===== config.mk =====
export PLATFORM = sky130hd
export DESIGN_NAME = i2s_playback_serializer
export DESIGN_NICKNAME = d
export VERILOG_FILES = /design/src/rtl/i2s_playback_serializer.sv
export SDC_FILE = /design/constraint.sdc
export NUM_CORES = 1
export LEC_CHECK = 0
export CAP_MARGIN = 20
export CORE_ASPECT_RATIO = 1.5
export CORE_MARGIN = 2
export CORE_UTILIZATION = 49
export DETAILED_ROUTE_END_ITERATION = 7
export HOLD_SLACK_MARGIN = 0.03
export PLACE_DENSITY = 0.9
export SETUP_SLACK_MARGIN = 0.05
export SKIP_LAST_GASP = 1
export SLEW_MARGIN = 20
export SYNTH_ARGS = -nofsm -noshare
export SYNTH_HDL_FRONTEND = slang
export SYNTH_SLANG_ARGS = --single-unit

===== constraint.sdc =====
create_clock -name clk -period 2.2 [get_ports clk]
set_input_delay 0.44 -clock clk [delete_from_list [all_inputs] [get_ports clk]]
set_output_delay 0.44 -clock clk [all_outputs]
set_load 0.05 [all_outputs]

===== src/rtl/i2s_playback_serializer.sv =====
// I2S playback serializer: pops one stereo frame per LRCLK period from a show-ahead FIFO
// and shifts it MSB-first onto the DAC data line with standard one-BCLK I2S data delay.
module i2s_playback_serializer #(
  parameter int unsigned DATA_WIDTH = 24,
  parameter int unsigned CNT_WIDTH  = 16
) (
  input  logic                 clk,
  input  logic                 reset,
  input  logic                 enable,
  input  logic                 bclk,
  input  logic                 lrclk,
  input  logic [63:0]          fifo_data,
  input  logic                 fifo_empty,
  output logic                 fifo_read,
  output logic                 dacdat,
  output logic                 underflow,
  output logic [CNT_WIDTH-1:0] underflow_count
);

  localparam int unsigned SLOT_W = 32;
  // Keeps the top DATA_WIDTH bits of a 32-bit slot word
  localparam logic [SLOT_W-1:0] WORD_MASK = ~({SLOT_W{1'b1}} >> DATA_WIDTH);
  localparam logic [CNT_WIDTH-1:0] CNT_MAX = {CNT_WIDTH{1'b1}};

  typedef enum logic [1:0] {
    S_IDLE,
    S_WAIT,
    S_LEFT,
    S_RIGHT
  } state_t;

  state_t            state;
  logic              bclk_q;
  logic              lrclk_q;
  logic [SLOT_W-1:0] sh;
  logic [SLOT_W-1:0] right_hold;

  logic bclk_fall_c;
  logic boundary_c;
  logic left_start_c;
  logic right_start_c;

  // lrclk_q holds the word select captured at the previous bclk falling edge
  always_comb begin
    bclk_fall_c   = bclk_q & ~bclk;
    boundary_c    = bclk_fall_c & (lrclk != lrclk_q);
    left_start_c  = boundary_c & ~lrclk;
    right_start_c = boundary_c & lrclk;
  end

  always_ff @(posedge clk) begin
    if (reset) begin
      state           <= S_IDLE;
      bclk_q          <= 1'b0;
      lrclk_q         <= 1'b0;
      sh              <= '0;
      right_hold      <= '0;
      fifo_read       <= 1'b0;
      dacdat          <= 1'b0;
      underflow       <= 1'b0;
      underflow_count <= '0;
    end else begin
      bclk_q    <= bclk;
      fifo_read <= 1'b0;
      underflow <= 1'b0;
      if (bclk_fall_c) begin
        lrclk_q <= lrclk;
      end

      if (!enable) begin
        state      <= S_IDLE;
        dacdat     <= 1'b0;
        sh         <= '0;
        right_hold <= '0;
      end else begin
        case (state)
          S_IDLE: begin
            state  <= S_WAIT;
            dacdat <= 1'b0;
            sh     <= '0;
          end

          S_WAIT: begin
            if (left_start_c) begin
              if (!fifo_empty) begin
                fifo_read  <= 1'b1;
                sh         <= fifo_data[63:32] & WORD_MASK;
                right_hold <= fifo_data[31:0] & WORD_MASK;
              end else begin
                sh         <= '0;
                right_hold <= '0;
                underflow  <= 1'b1;
                if (underflow_count != CNT_MAX) begin
                  underflow_count <= underflow_count + CNT_WIDTH'(1);
                end
              end
              state <= S_LEFT;
            end
          end

          S_LEFT: begin
            if (bclk_fall_c) begin
              dacdat <= sh[SLOT_W-1];
              if (right_start_c) begin
                sh    <= right_hold;
                state <= S_RIGHT;
              end else begin
                sh <= {sh[SLOT_W-2:0], 1'b0};
              end
            end
          end

          S_RIGHT: begin
            if (bclk_fall_c) begin
              // Last bit of the right word goes out as the I2S tail of the boundary
              dacdat <= sh[SLOT_W-1];
              if (left_start_c) begin
                if (!fifo_empty) begin
                  fifo_read  <= 1'b1;
                  sh         <= fifo_data[63:32] & WORD_MASK;
                  right_hold <= fifo_data[31:0] & WORD_MASK;
                end else begin
                  sh         <= '0;
                  right_hold <= '0;
                  underflow  <= 1'b1;
                  if (underflow_count != CNT_MAX) begin
                    underflow_count <= underflow_count + CNT_WIDTH'(1);
                  end
                end
                state <= S_LEFT;
              end else begin
                sh <= {sh[SLOT_W-2:0], 1'b0};
              end
            end
          end

          default: begin
            state <= S_IDLE;
          end
        endcase
      end
    end
  end

endmodule


==> flow_metrics.tcl, run 1 <==
set metrics [dict create \
    drc 0 \
    p_leak_nw 2.044 \
    dr_wl_met3_um 488 \
    cap_violations 0 \
    die_w_um 71.95 \
    synth-xor-area-share 0 \
    worst_path_largest_cell_delay_ns 0.85 \
    grt_pass1_vias 3327 \
    most-common-layout-cells "71 x dfxtp_1, 71 x clkdlybuf4s50_1, 46 x a22o_1, 34 x nand2_1" \
    ioPinCount 89 \
    cts_tree "yes" \
    ant_nets 0 \
    hpwl_um 6106 \
    fill_cells 497 \
    drtIter0Drc 407 \
    path_clk_slew_ns 0.08 \
    synthMuxAreaShare 0 \
    synth_cells 384 \
    synth_top_family_by_area "compound AO/OA/AOI/OAI gates" \
    syn_avg_cell_area_um2 8.837 \
    power.density_nw_per_um2 578.4 \
    critical_path.top_delay_family "buffers and inverters" \
    fin_crit_sh 0.9580 \
    setup_viol 0 \
    wl_um 9431 \
    crit_fanout 8 \
    design.core.area_um2 6805 \
    cts_made_buffers 9 \
    track_usage 0.2536 \
    viasPerCell 6.319 \
    area_delta_synth_final_pct 34.88 \
    start_util 0.4986 \
    cts_setup_buffers 0 \
    hold_path_class "register to register" \
    top_layer "met4" \
    diodes 0 \
    ys_seq_area_frac 0.4189 \
    die_area_um2 7620 \
    synth_warnings 0 \
    rsz0062_at_grt "false" \
    avgRoutedWirePerCell_um 17.30 \
    clk_path_buf_depth 2 \
    routedLengthMet1_um 3826 \
    rows 37 \
    vias 3444 \
    grt_max_degree 48 \
    outcome "finished, final reports clean" \
    wl_met2_um 4863 \
    portBuffers 72 \
    hold_viol_final 0 \
    critical_path_class "register to output port" \
    crit_path_top_delay_cell "clkdlybuf4s50_1" \
    die_h_um 105.9 \
    slew_violations 0 \
    firstDrtPassIters 5 \
    skew_ns 0.008462 \
    synth_area_um2 3393 \
    nets 533 \
    synth.area.top_cells "dfxtp_1 42%, a22o_1 12%, o311a_1 6.8%" \
    grt-ovfl-total 0 \
    rrSetupSlack_ns 0.24 \
    synthAdderAreaFrac 0.003687 \
    fin_util 0.6726 \
    synthSimpleGateAreaFrac 0.2371 \
    worstMarginPinSlew_ns 0.5606 \
    yosysTopAreaCell "dfxtp_1" \
    antenna_found_initial 0 \
    dp_slack_ns -0.09718 \
    total_power_mw 2.647 \
    crit_chain "clkdlybuf4s50_1" \
    fmax_mhz 474.5 \
    fin_area_um2 4577 \
    clock_latency_ns 0.35 \
    placed_area_um2 4354 \
    synth_top_area_frac 0.4189 \
    period_minus_slack_ns 2.108 \
    layout_setup_ws_ns 0.09235 \
    synth.distinct_cells 40 \
    worstSetupEndpointType "output port" \
    grt_pass1_wl_um 15570 \
    cts-htree-levels 3 \
    crit_path_start_kind "register" \
    worstPathRequired_ns 1.76 \
    ys_seq_elements 71 \
    cts.sinks 71 \
    peakVddDrop_v 0.0004753 \
    slew_headroom 0.6234 \
    synth_compound_area_frac 0.2965 \
    cts-root-buf "clkbuf_8" \
    critPathArrivalTime_ns 1.67 \
    place_congestion 0.8184 \
    synth_nets 455 \
    drive_gt1_frac 0.1113 \
    path_buf_inv 1 \
]
## cell families after synthesis
kind of cell | Yosys count
buffers and inverters | 34
and+or+nand+nor | 143
AOI/OAI and AO/OA | 135
DFF | 71
adders and majority gates | 1
## final timing paths
kind                                                      start                          endpoint  cells after the start
worst max-delay path            underflow_count[2]$_SDFFE_PP0P_                underflow_count[2]                      1
worst min-delay path                right_hold[29]$_SDFFE_PP0P_       right_hold[29]$_SDFFE_PP0P_                      2
worst max register to register             lrclk_q$_SDFFE_PP0N_  underflow_count[13]$_SDFFE_PP0P_                      5
worst min register to register      right_hold[29]$_SDFFE_PP0P_       right_hold[29]$_SDFFE_PP0P_                      2
## synthesized netlist by cell type (all sizes together)
cell / number
nor2b: 4
o21a: 2
a21oi: 20
nand3b: 1
or2: 1
dfxtp: 71
buf: 12
and2: 3
ha: 1
o21ba: 1
nand4bb: 1
and3: 26
o311a: 23
nand4: 6
a22oi: 1
or4: 10
nor4b: 1
nand4b: 1
o21ai: 30
and3b: 1
a22o: 46
nand2b: 4
inv: 2
clkbuf: 20
or3b: 1
nand3: 9
nor3: 3
or3: 4
and4b: 1
nor2: 28
nand2: 34
nor3b: 1
o31ai: 12
and4: 2
nor4: 1
## power breakdown
part	switching (mW)	total, mW	internal, mW
clock network	0.526	1.17	0.642
registers	0.00381	1.29	1.29
logic	0.0721	0.189	0.117
total	0.601	2.65	2.05
## per-stage QoR
step / std cells / hold slack [ns] / setup TNS (ns)
6_report: 545 / 0.4706 / 0
3_3_place_gp: 529 / 0.4559 / -1.315
4_1_cts: 545 / 0.4706 / 0
3_5_place_dp: 529 / 0.4595 / -2.509
2_1_floorplan: 384 / 0.4316 / 0
5_1_grt: 545 / 0.4970 / 0
## what timing repair did
item,in CTS,in global routing
hold buffers,0,0
gates resized for setup,0,1
endpoints found under the setup margin,0,1
## cell type report
| cell class | instances | area (um^2) | area share |
|---|---|---|---|
| Timing Repair Buffer | 99 | 988.4 | 0.2160 |
| Tap cell | 78 | 97.59 | 0.02132 |
| Inverter | 2 | 7.507 | 0.001640 |
| Clock inverter | 7 | 96.34 | 0.02105 |
| Multi-Input combinational cell | 279 | 1842 | 0.4024 |
| Clock buffer | 9 | 123.9 | 0.02706 |
| Sequential cell | 71 | 1421 | 0.3106 |
## per-layer routing
| metal | GRT usage | vias up |
|---|---|---|
| met5 | 0 | - |
| met4 | 0.1146 | 0 |
| met3 | 0.04834 | 28 |
| met2 | 0.4319 | 131 |
| met1 | 0.3045 | 1663 |
| li1 | - | 1622 |
## state kept, by name (all words and copies together) (netlist names), 2 cells and up
register         flops
underflow_count     16
sh                  24
right_hold          24
state                2
No activity file was read; power rests on OpenSTA's default activity.
==> run 2, diff against run 1 <==
Settings changed: CORE_UTILIZATION 49 to 52, PLACE_DENSITY 0.9 to 0.95.
Clock period 2.2 ns to 2.5 ns, I/O delays scaled along.
==> run 2 against run 1 <==
Final cell count fell by 2.2%. Flip-flop and latch count did not move. Sequential share of layout area rose by 0.51 points. Clock power fell by 11%. Worst hold slack improved by 0.011 ns. Combinational power fell by 14%. Routed wire length fell by 3.3%. Final area fell by 1.6%. Via count fell by 3.0%. Critical endpoint unchanged. Largest power group unchanged.
==> flow_metrics.tcl, run 2 (synthesized netlist as in run 1, its figures left out) <==
set metrics [dict create \
    outcome "finished, final reports clean" \
    diodes 0 \
    most-common-layout-cells "72 x clkdlybuf4s50_1, 71 x dfxtp_1, 46 x a22o_1, 34 x nand2_1" \
    rows 36 \
    instances_no_fill 533 \
    nets 523 \
    place_congestion 0.8314 \
    grt_pass1_wl_um 14770 \
    ant_nets 0 \
    mostFrequentLayoutCell "clkdlybuf4s50_1" \
    peakVddDrop_v 0.0004554 \
    design.core.area_um2 6396 \
    grt-ovfl-total 0 \
    layout_setup_ws_ns 0.3296 \
    fill_cells 463 \
    cap_violations 0 \
    die_w_um 69.96 \
    path_clk_slew_ns 0.08 \
    crit_path_start_kind "register" \
    hpwl_um 6153 \
    ioPinCount 89 \
    die_area_um2 7201 \
    hold_path_class "register to register" \
    path_buf_inv 1 \
    crit_path_top_delay_cell "clkdlybuf4s50_1" \
    start_util 0.5305 \
    drc 0 \
    setup-tns-final_ns 0 \
    antenna_found_initial 0 \
    cts-htree-levels 3 \
    hold_buffers 0 \
    critical_path_class "register to output port" \
    cts.sinks 71 \
    cts-root-buf "clkbuf_8" \
    die_h_um 102.9 \
    holdPathStages 1 \
    wl_um 9119 \
    portBuffers 72 \
    cts_resized 0 \
    period_minus_slack_ns 2.170 \
    worst_path_largest_cell_delay_ns 0.86 \
    clk_path_buf_depth 2 \
    slew_headroom 0.6325 \
    cts_setup_buffers 0 \
    cts_made_buffers 9 \
    crit_fanout 8 \
    cts_tree "yes" \
    rsz0062_at_grt "false" \
    worstPathRequired_ns 2.00 \
    vias 3341 \
    fmax_mhz 460.7 \
    track_usage 0.2563 \
    clock_latency_ns 0.36 \
    drtIter0Drc 256 \
    dp.cells 517 \
    top_regs "right_hold x24, sh x24, underflow_count x16" \
    slew_violations 0 \
    fin_crit_sh 0.8682 \
    critical_path.top_delay_family "buffers and inverters" \
    worstMarginPinSlew_ns 0.5495 \
    power.density_nw_per_um2 519.8 \
    area_delta_synth_final_pct 32.71 \
    avgRoutedWirePerCell_um 17.11 \
    skew_ns 0.01230 \
    firstDrtPassIters 5 \
    grt_pass1_vias 3231 \
    worstSetupEndpointType "output port" \
    r2r_cells 5 \
    drive_gt1_frac 0.09190 \
    hold_viol_final 0 \
    p_leak_nw 1.973 \
    critPathArrivalTime_ns 1.67 \
    setup_viol 0 \
    critical_path_depth 1 \
    crit_chain "clkdlybuf4s50_1" \
    dp_slack_ns 0.03671 \
    viasPerCell 6.268 \
    grt_max_degree 48 \
]
==> run 2: cell count changes in the layout (fill, tap and decap cells not counted) <==
cell | before | now
clkinv_4 | 2 | 1
clkdlybuf4s50_1 | 71 | 72
clkinvlp_4 | 0 | 1
inv_6 | 1 | 3
clkinv_2 | 2 | 0
buf_4 | 22 | 12
dlymetal6s2s_1 | 1 | 0
==> run 2: stage by stage <==
| stage | area [um^2] | util | power (mW) | hold slack [ns] |
|---|---|---|---|---|
| 6_report | 4503 | 0.7040 | 2.341 | 0.4820 |
| 5_1_grt | 4503 | 0.7040 | 2.413 | 0.5092 |
| 4_1_cts | 4503 | 0.7040 | 2.345 | 0.4880 |
| 3_5_place_dp | 4277 | 0.6686 | 1.322 | 0.4650 |
| 3_3_place_gp | 4277 | 0.6686 | 1.320 | 0.4437 |
| 2_1_floorplan | 3393 | - | 1.210 | 0.4316 |
==> run 2: layout make-up <==
cell class | instances | area (um^2) | area share
repair buffers | 89 | 910.9 | 0.2023
well taps | 76 | 95.09 | 0.02112
multi-input cells | 279 | 1842 | 0.4090
inverters | 2 | 7.507 | 0.001667
clock buffers | 9 | 123.9 | 0.02751
clock inverters | 7 | 102.6 | 0.02278
flip-flops and latches | 71 | 1421 | 0.3156
==> run 2: worst paths after layout <==
kind,from,slack [ns],to
worst max register to register,lrclk_q$_SDFFE_PP0N_,0.58,underflow_count[4]$_SDFFE_PP0P_
worst min-delay path,right_hold[21]$_SDFFE_PP0P_,0.48,right_hold[21]$_SDFFE_PP0P_
worst max-delay path,underflow_count[2]$_SDFFE_PP0P_,0.33,underflow_count[2]
worst min register to register,right_hold[21]$_SDFFE_PP0P_,0.48,right_hold[21]$_SDFFE_PP0P_
==> run 2: worst register-to-register path: stages, from the launching register on <==
cell and delay [ns]:
dfxtp_1 0.49, and3b_1 0.27, buf_4 0.18, nand2_1 0.19, or4_1 0.56, a21oi_1 0.15
==> run 2: report_power, final <==
| group | leakage, nW | internal, mW | switching, mW |
|---|---|---|---|
| sequential | 0.572 | 1.13 | 0.00328 |
| combinational | 1.29 | 0.0993 | 0.0622 |
| clock | 0.111 | 0.574 | 0.470 |
==> run 2: layer usage <==
metal | vias to the layer above | global-route usage | part of all wire
met3 | 26 | 0.05474 | 0.060
li1 | 1603 | - | -
met2 | 119 | 0.4542 | 0.52
met1 | 1593 | 0.2966 | 0.39
met4 | 0 | 0.1183 | 0.025
met5 | - | 0 | 0
